<file path="src/rtl/mode_stopwatch_lap.sv">
// MM:SS:CC stopwatch with a LAP_DEPTH-entry lap ring and a 32-character LCD text view.
// Optional macro LAP_DELTA_EN: laps store time since the previous lap instead of absolute split.
module mode_stopwatch_lap #(
  parameter int unsigned CLK_HZ    = 50000000,
  parameter int unsigned TICK_HZ   = 100,
  parameter int unsigned LAP_DEPTH = 4,
  parameter int unsigned MAX_MIN   = 59
) (
  input  logic       clk,
  input  logic       rst,
  input  logic [3:0] sw_in,
  input  logic [4:0] index,
  output logic [7:0] out,
  output logic       running,
  output logic [3:0] lap_count
);

  localparam int unsigned DIV = CLK_HZ / TICK_HZ;
  localparam int unsigned DW  = (DIV > 1) ? $clog2(DIV) : 1;
  localparam int unsigned PW  = (LAP_DEPTH > 1) ? $clog2(LAP_DEPTH) : 1;

  typedef enum logic [1:0] {S_IDLE, S_RUN, S_PAUSE} state_e;

  typedef struct packed {
    logic [6:0] mm;
    logic [5:0] ss;
    logic [6:0] cc;
  } tm_t;

  // One centisecond step with cascading carries and wrap after MAX_MIN:59:99.
  function automatic tm_t incr(input tm_t t);
    tm_t r;
    r = t;
    if (t.cc == 7'd99) begin
      r.cc = '0;
      if (t.ss == 6'd59) begin
        r.ss = '0;
        r.mm = (t.mm == 7'(MAX_MIN)) ? '0 : t.mm + 7'd1;
      end else begin
        r.ss = t.ss + 6'd1;
      end
    end else begin
      r.cc = t.cc + 7'd1;
    end
    return r;
  endfunction

  // Character at position pos of "MM:SS:CC".
  function automatic logic [7:0] fmt(input tm_t t, input logic [2:0] pos);
    logic [6:0] v;
    case (pos)
      3'd0, 3'd1: v = t.mm;
      3'd3, 3'd4: v = 7'(t.ss);
      default:    v = t.cc;
    endcase
    if (pos == 3'd2 || pos == 3'd5) return 8'h3A;
    if (pos == 3'd0 || pos == 3'd3 || pos == 3'd6) return 8'h30 + 8'(v / 7'd10);
    return 8'h30 + 8'(v % 7'd10);
  endfunction

  state_e        state_q, state_d;
  logic [3:0]    sw_prev_q, sw_prev_d;
  logic [DW-1:0] div_q, div_d;
  tm_t           time_q, time_d;
  tm_t           lap_q [LAP_DEPTH];
  tm_t           lap_d [LAP_DEPTH];
  logic [PW-1:0] wr_q, wr_d;
  logic [PW-1:0] view_q, view_d;
  logic [3:0]    cnt_q, cnt_d;
  logic [7:0]    out_q, out_d;
  logic          running_q, running_d;
`ifdef LAP_DELTA_EN
  tm_t           seg_q, seg_d;
`endif

  logic [3:0]    ev_c;
  logic          tick_c;
  tm_t           cap_c;
  logic [4:0]    slot_sum_c;
  logic [PW-1:0] slot_c;
  logic [7:0]    char_c;

  assign ev_c   = sw_in & ~sw_prev_q;
  assign tick_c = (state_q == S_RUN) && (div_q == DW'(DIV - 1));

`ifdef LAP_DELTA_EN
  assign cap_c = seg_q;
`else
  assign cap_c = time_q;
`endif

  // Newest lap is one behind the write pointer; view walks backwards from it.
  assign slot_sum_c = 5'(LAP_DEPTH) + 5'(wr_q) - 5'd1 - 5'(view_q);
  assign slot_c     = PW'(slot_sum_c % 5'(LAP_DEPTH));

  // Next-state logic: controls, counters and lap ring.
  always_comb begin
    state_d   = state_q;
    sw_prev_d = sw_in;
    time_d    = time_q;
    lap_d     = lap_q;
    wr_d      = wr_q;
    view_d    = view_q;
    cnt_d     = cnt_q;
`ifdef LAP_DELTA_EN
    seg_d     = seg_q;
`endif

    if (tick_c) begin
      time_d = incr(time_q);
`ifdef LAP_DELTA_EN
      seg_d  = incr(seg_q);
`endif
    end

    case (state_q)
      S_IDLE:  if (ev_c[0]) state_d = S_RUN;
      S_RUN:   if (ev_c[0]) state_d = S_PAUSE;
      S_PAUSE: if (ev_c[0]) state_d = S_RUN;
      default: state_d = S_IDLE;
    endcase

    div_d = (state_q == S_RUN && state_d == S_RUN && !tick_c) ? div_q + 1'b1 : '0;

    if (ev_c[2] && cnt_q != 4'd0) begin
      view_d = (4'(view_q) + 4'd1 == cnt_q) ? '0 : view_q + 1'b1;
    end

    // Lap is gated on the state at the start of the cycle.
    if (ev_c[1] && state_q == S_RUN) begin
      lap_d[wr_q] = cap_c;
      wr_d        = (wr_q == PW'(LAP_DEPTH - 1)) ? '0 : wr_q + 1'b1;
      if (cnt_q != 4'(LAP_DEPTH)) cnt_d = cnt_q + 4'd1;
      view_d      = '0;
`ifdef LAP_DELTA_EN
      seg_d       = '0;
`endif
    end

    if (ev_c[3]) begin
      state_d = S_IDLE;
      time_d  = '0;
      for (int i = 0; i < LAP_DEPTH; i++) lap_d[i] = '0;
      wr_d    = '0;
      view_d  = '0;
      cnt_d   = '0;
      div_d   = '0;
`ifdef LAP_DELTA_EN
      seg_d   = '0;
`endif
    end

    running_d = (state_d == S_RUN);
    out_d     = char_c;
  end

  // LCD character for the requested position.
  always_comb begin
    char_c = 8'h20;
    if (index < 5'd8) begin
      char_c = fmt(time_q, index[2:0]);
    end else if (index >= 5'd19 && index <= 5'd26) begin
      if (cnt_q == 4'd0) begin
        char_c = (index == 5'd21 || index == 5'd24) ? 8'h3A : 8'h2D;
      end else begin
        char_c = fmt(lap_q[slot_c], 3'(index - 5'd19));
      end
    end else begin
      case (index)
        5'd9: begin
          case (state_q)
            S_RUN:   char_c = 8'h52;
            S_PAUSE: char_c = 8'h50;
            default: char_c = 8'h49;
          endcase
        end
        5'd11: char_c = 8'h4C;
        5'd12: char_c = 8'h30 + 8'(cnt_q);
`ifdef LAP_DELTA_EN
        5'd15: char_c = 8'h44;
`endif
        5'd16: char_c = 8'h4C;
        5'd17: char_c = (cnt_q == 4'd0) ? 8'h2D : 8'h31 + 8'(view_q);
        default: char_c = 8'h20;
      endcase
    end
  end

  always_ff @(posedge clk) begin
    if (rst) begin
      state_q   <= S_IDLE;
      sw_prev_q <= 4'b1111;
      div_q     <= '0;
      time_q    <= '0;
      for (int i = 0; i < LAP_DEPTH; i++) lap_q[i] <= '0;
      wr_q      <= '0;
      view_q    <= '0;
      cnt_q     <= '0;
      out_q     <= 8'h00;
      running_q <= 1'b0;
`ifdef LAP_DELTA_EN
      seg_q     <= '0;
`endif
    end else begin
      state_q   <= state_d;
      sw_prev_q <= sw_prev_d;
      div_q     <= div_d;
      time_q    <= time_d;
      lap_q     <= lap_d;
      wr_q      <= wr_d;
      view_q    <= view_d;
      cnt_q     <= cnt_d;
      out_q     <= out_d;
      running_q <= running_d;
`ifdef LAP_DELTA_EN
      seg_q     <= seg_d;
`endif
    end
  end

  assign out       = out_q;
  assign running   = running_q;
  assign lap_count = cnt_q;

endmodule
</file>
<file path="config.mk">
export PLATFORM = sky130hd
export DESIGN_NAME = mode_stopwatch_lap
export DESIGN_NICKNAME = d
export VERILOG_FILES = /design/src/rtl/mode_stopwatch_lap.sv
export SDC_FILE = /design/constraint.sdc
export NUM_CORES = 1
export LEC_CHECK = 0
export BUFFER_PORTS_ARGS = -buffer_cell sky130_fd_sc_hd__buf_2
export CELL_PAD_IN_SITES_DETAIL_PLACEMENT = 1
export CELL_PAD_IN_SITES_GLOBAL_PLACEMENT = 2
export CORE_MARGIN = 4
export CORE_UTILIZATION = 41
export DETAILED_ROUTE_END_ITERATION = 8
export PLACE_DENSITY = 0.82
export SYNTH_ARGS = -nofsm -noshare
export SYNTH_HDL_FRONTEND = slang
export SYNTH_SLANG_ARGS = --single-unit
</file>
<file path="constraint.sdc">
create_clock -name clk -period 8.2 [get_ports clk]
set_input_delay 0.41 -clock clk [delete_from_list [all_inputs] [get_ports clk]]
set_output_delay 0.41 -clock clk [all_outputs]
set_load 0.01 [all_outputs]
</file>
==> metrics <==
HP Class=in -> reg; CTS Buffer Depth=2; Crit path max-delay family=compound AO/OA/AOI/OAI gates; post-DP HPWL=18,100 um; height of the die=152 um; Ys Warns=0; grt ovf=0; initial antenna violation count=0; DRC Markers=0; CTS Buf Count=17; crit path kind=reg -> reg; VDD IR max=0.114 mV; Final min period=6.23 ns; CP bufs+invs=4; asr flop ratio synth=0%; final hold violation count=0; Final ANT Viol Nets=0; worst-path fanout max=19; Static Leakage=0.00315 uW; Reg-to-Reg Start=view_q[0]; hold_sp=sw_in[0]; Nets=1,115; CP startpoint kind=flip-flop; TNS Setup=0 ns; DRT Pass-1 Iters=5; ys flop type=dfxtp_1; Clock transition at path regs=0.07 ns; Slew HR=23.1%; Worst-Skew Late Latency=0.43 ns; R2R Setup Slk=1.97 ns; H-tree levels=4; Tot GR Track Use=22.0%; die area=23,200 um^2; Via Count=7,689; DR WL/cell=19.1 um; pin count of the biggest net entering global routing=93; RSZ-0062 raised after global routing=no; CORE AREA=20,400 um^2; cell repeated most along the worst path=ha_1; sequential-to-total area share from yosys stat=33.2%; Worst Path Required=8.50 ns; Mapped Area=8550 um^2; row count=52; Hold Path Cell Cnt=2; number of flops mapped to enable cells by yosys=0; port bufs=23; post-synthesis cell type count=92; share of layout cells above drive strength 1=9.11%; CTS sink cnt=142; Max Slew Vio Count=0; first-pass GRT wire length=41,900 um; Vias/cell=5.67; Die Wd=152 um; achievable frequency=160 MHz; reg-to-reg endpoint=out[6]; Critical Path Slowest Stage Cell=mux4_2; GPL Wtd Cong=0.797; syn_nets=1,144; CP max stage delay=0.56 ns; # Post-CTS Setup Buffers=0; post-cts sizing count=0; Avg Inst Size Synth=7.75 um^2; period utilization=76.0%; actual slew at the worst max-slew pin=1.15 ns; FF+latch count, synth=142; Reg2Reg Depth=24; hold path endpoint=sw_prev_q[0]; Setup violations, final=0; power density cells=180 nW/um^2; status=finished, final reports clean; CTS tree=yes; hold_ws=0.182 ns; fill count=2,544; # IOs=24; WP data arrival=6.53 ns; Worst Setup End Kind=flip-flop; vias in the first global route=7,647; antenna cell count=0; Setup Skew=0.0105 ns; Max Cap Violations=0; Area Growth Syn to Fin=9.11%; total power=1680 uW; final WL=25,900 um; Initial DRC Count=387; Syn Inst Count=1,103; critical path cell sequence=inv_1, ha_1, inv_2, mux4_2, and2_1, o31a_1, or2_0, mux2i_1, a31o_1, ha_1, inv_1, nand4bb_1, o21ai_0, a211oi_1, a221o_1, ha_1, inv_1, a21oi_1, a211oi_1, xnor2_1, nand2_1, ha_1, xnor2_1, o22ai_1; CTS Hold Bufs=0; CTS root buffer=clkbuf_16; Initial Util=42.0%
-- logic make-up after synthesis --
logic type	after synthesis	synth area share (%)
simple gates	492	26.4
compound gates	247	19.5
flops	142	33.2
buf+inv	102	4.89
xor+xnor	56	6.09
mux	33	5.37
fa+ha+maj	31	4.51
-- cells in the mapped netlist (all sizes together), types with 12 or more instances --
| master | number | area, um^2 |
|---|---|---|
| inv | 27 | 101 |
| o22ai | 12 | 81.3 |
| xnor2 | 28 | 245 |
| xor2 | 26 | 228 |
| nand2 | 238 | 893 |
| a21oi | 107 | 536 |
| nand3 | 31 | 160 |
| buf | 12 | 80.1 |
| mux2i | 20 | 200 |
| nor3 | 21 | 105 |
| or2 | 12 | 75.1 |
| ha | 30 | 375 |
| clkbuf | 62 | 233 |
| a211oi | 15 | 125 |
| nor2 | 98 | 375 |
| and2 | 15 | 93.8 |
| dfxtp | 142 | 2840 |
| o21ai | 16 | 80.1 |
| or3 | 12 | 75.1 |
-- per-layer routing --
| layer | track usage, % | part of all wire, % |
|---|---|---|
| met5 | 0 | 0 |
| met4 | 4.03 | 0.80 |
| met3 | 3.72 | 2.8 |
| met2 | 37.5 | 48 |
| met1 | 29.9 | 48 |
-- worst max-delay path by stage --
stage,start,endpoint,depth (start not counted)
after floorplan,index[1],out[6],28
final,view_q[0],out[6],24
after detailed placement,view_q[0],out[6],24
after CTS,view_q[0],out[6],24
after global routing,view_q[0],out[6],24
after global placement,view_q[0],out[6],24
-- metrics by stage --
stage,util (%),instances,setup slack [ns],area [um^2]
2_1_floorplan,-,1103,2.99,8550
3_3_place_gp,42.8,1325,2.09,8720
3_5_place_dp,42.8,1325,1.93,8720
4_1_cts,45.8,1357,1.89,9330
5_1_grt,45.8,1357,1.47,9330
6_report,45.8,1357,1.97,9330
-- state kept, by name, indices dropped and copies added (netlist names) --
signal,flops
running,1
out,8
lap_q,80
view_q,2
state_q,2
sw_prev_q,4
lap_count,4
wr_q,2
div_q,19
cap_c,20
-- final cells by class --
type	instances	area, um^2	share of cell area (%)
clock inverters	14	170	1.82
multi-input cells	859	5300	56.8
repair buffers	26	138	1.47
clock buffers	18	439	4.71
well taps	270	338	3.62
inverters	28	105	1.13
flip-flops and latches	142	2840	30.5
-- worst reg2reg max path: stages (launching register included) --
cell and delay, ns:
dfxtp_1 0.45, inv_1 0.07, ha_1 0.48, inv_2 0.51, mux4_2 0.57, and2_1 0.17, o31a_1 0.41, or2_0 0.42
mux2i_1 0.19, a31o_1 0.25, ha_1 0.21, inv_1 0.05, nand4bb_1 0.36, o21ai_0 0.25, a211oi_1 0.09, a221o_1 0.35
ha_1 0.21, inv_1 0.07, a21oi_1 0.06, a211oi_1 0.23, xnor2_1 0.15, nand2_1 0.07, ha_1 0.21, xnor2_1 0.19
o22ai_1 0.10
-- where the power goes --
part           switching [uW]  internal (uW)
Clock                     354            470
Combinational             104           56.4
Sequential               2.02            694
-- placed cells by master, fill, tap and decap left out, types with 20 or more instances in the layout --
master and instances:
nand2_1 238, dfxtp_1 142, a21oi_1 107, nor2_1 97, nand3_1 30, ha_1 30
xnor2_1 28, xor2_1 26, inv_1 25, buf_2 23, nor3_1 21, mux2i_1 20
Power figures use the tool's default switching activity.
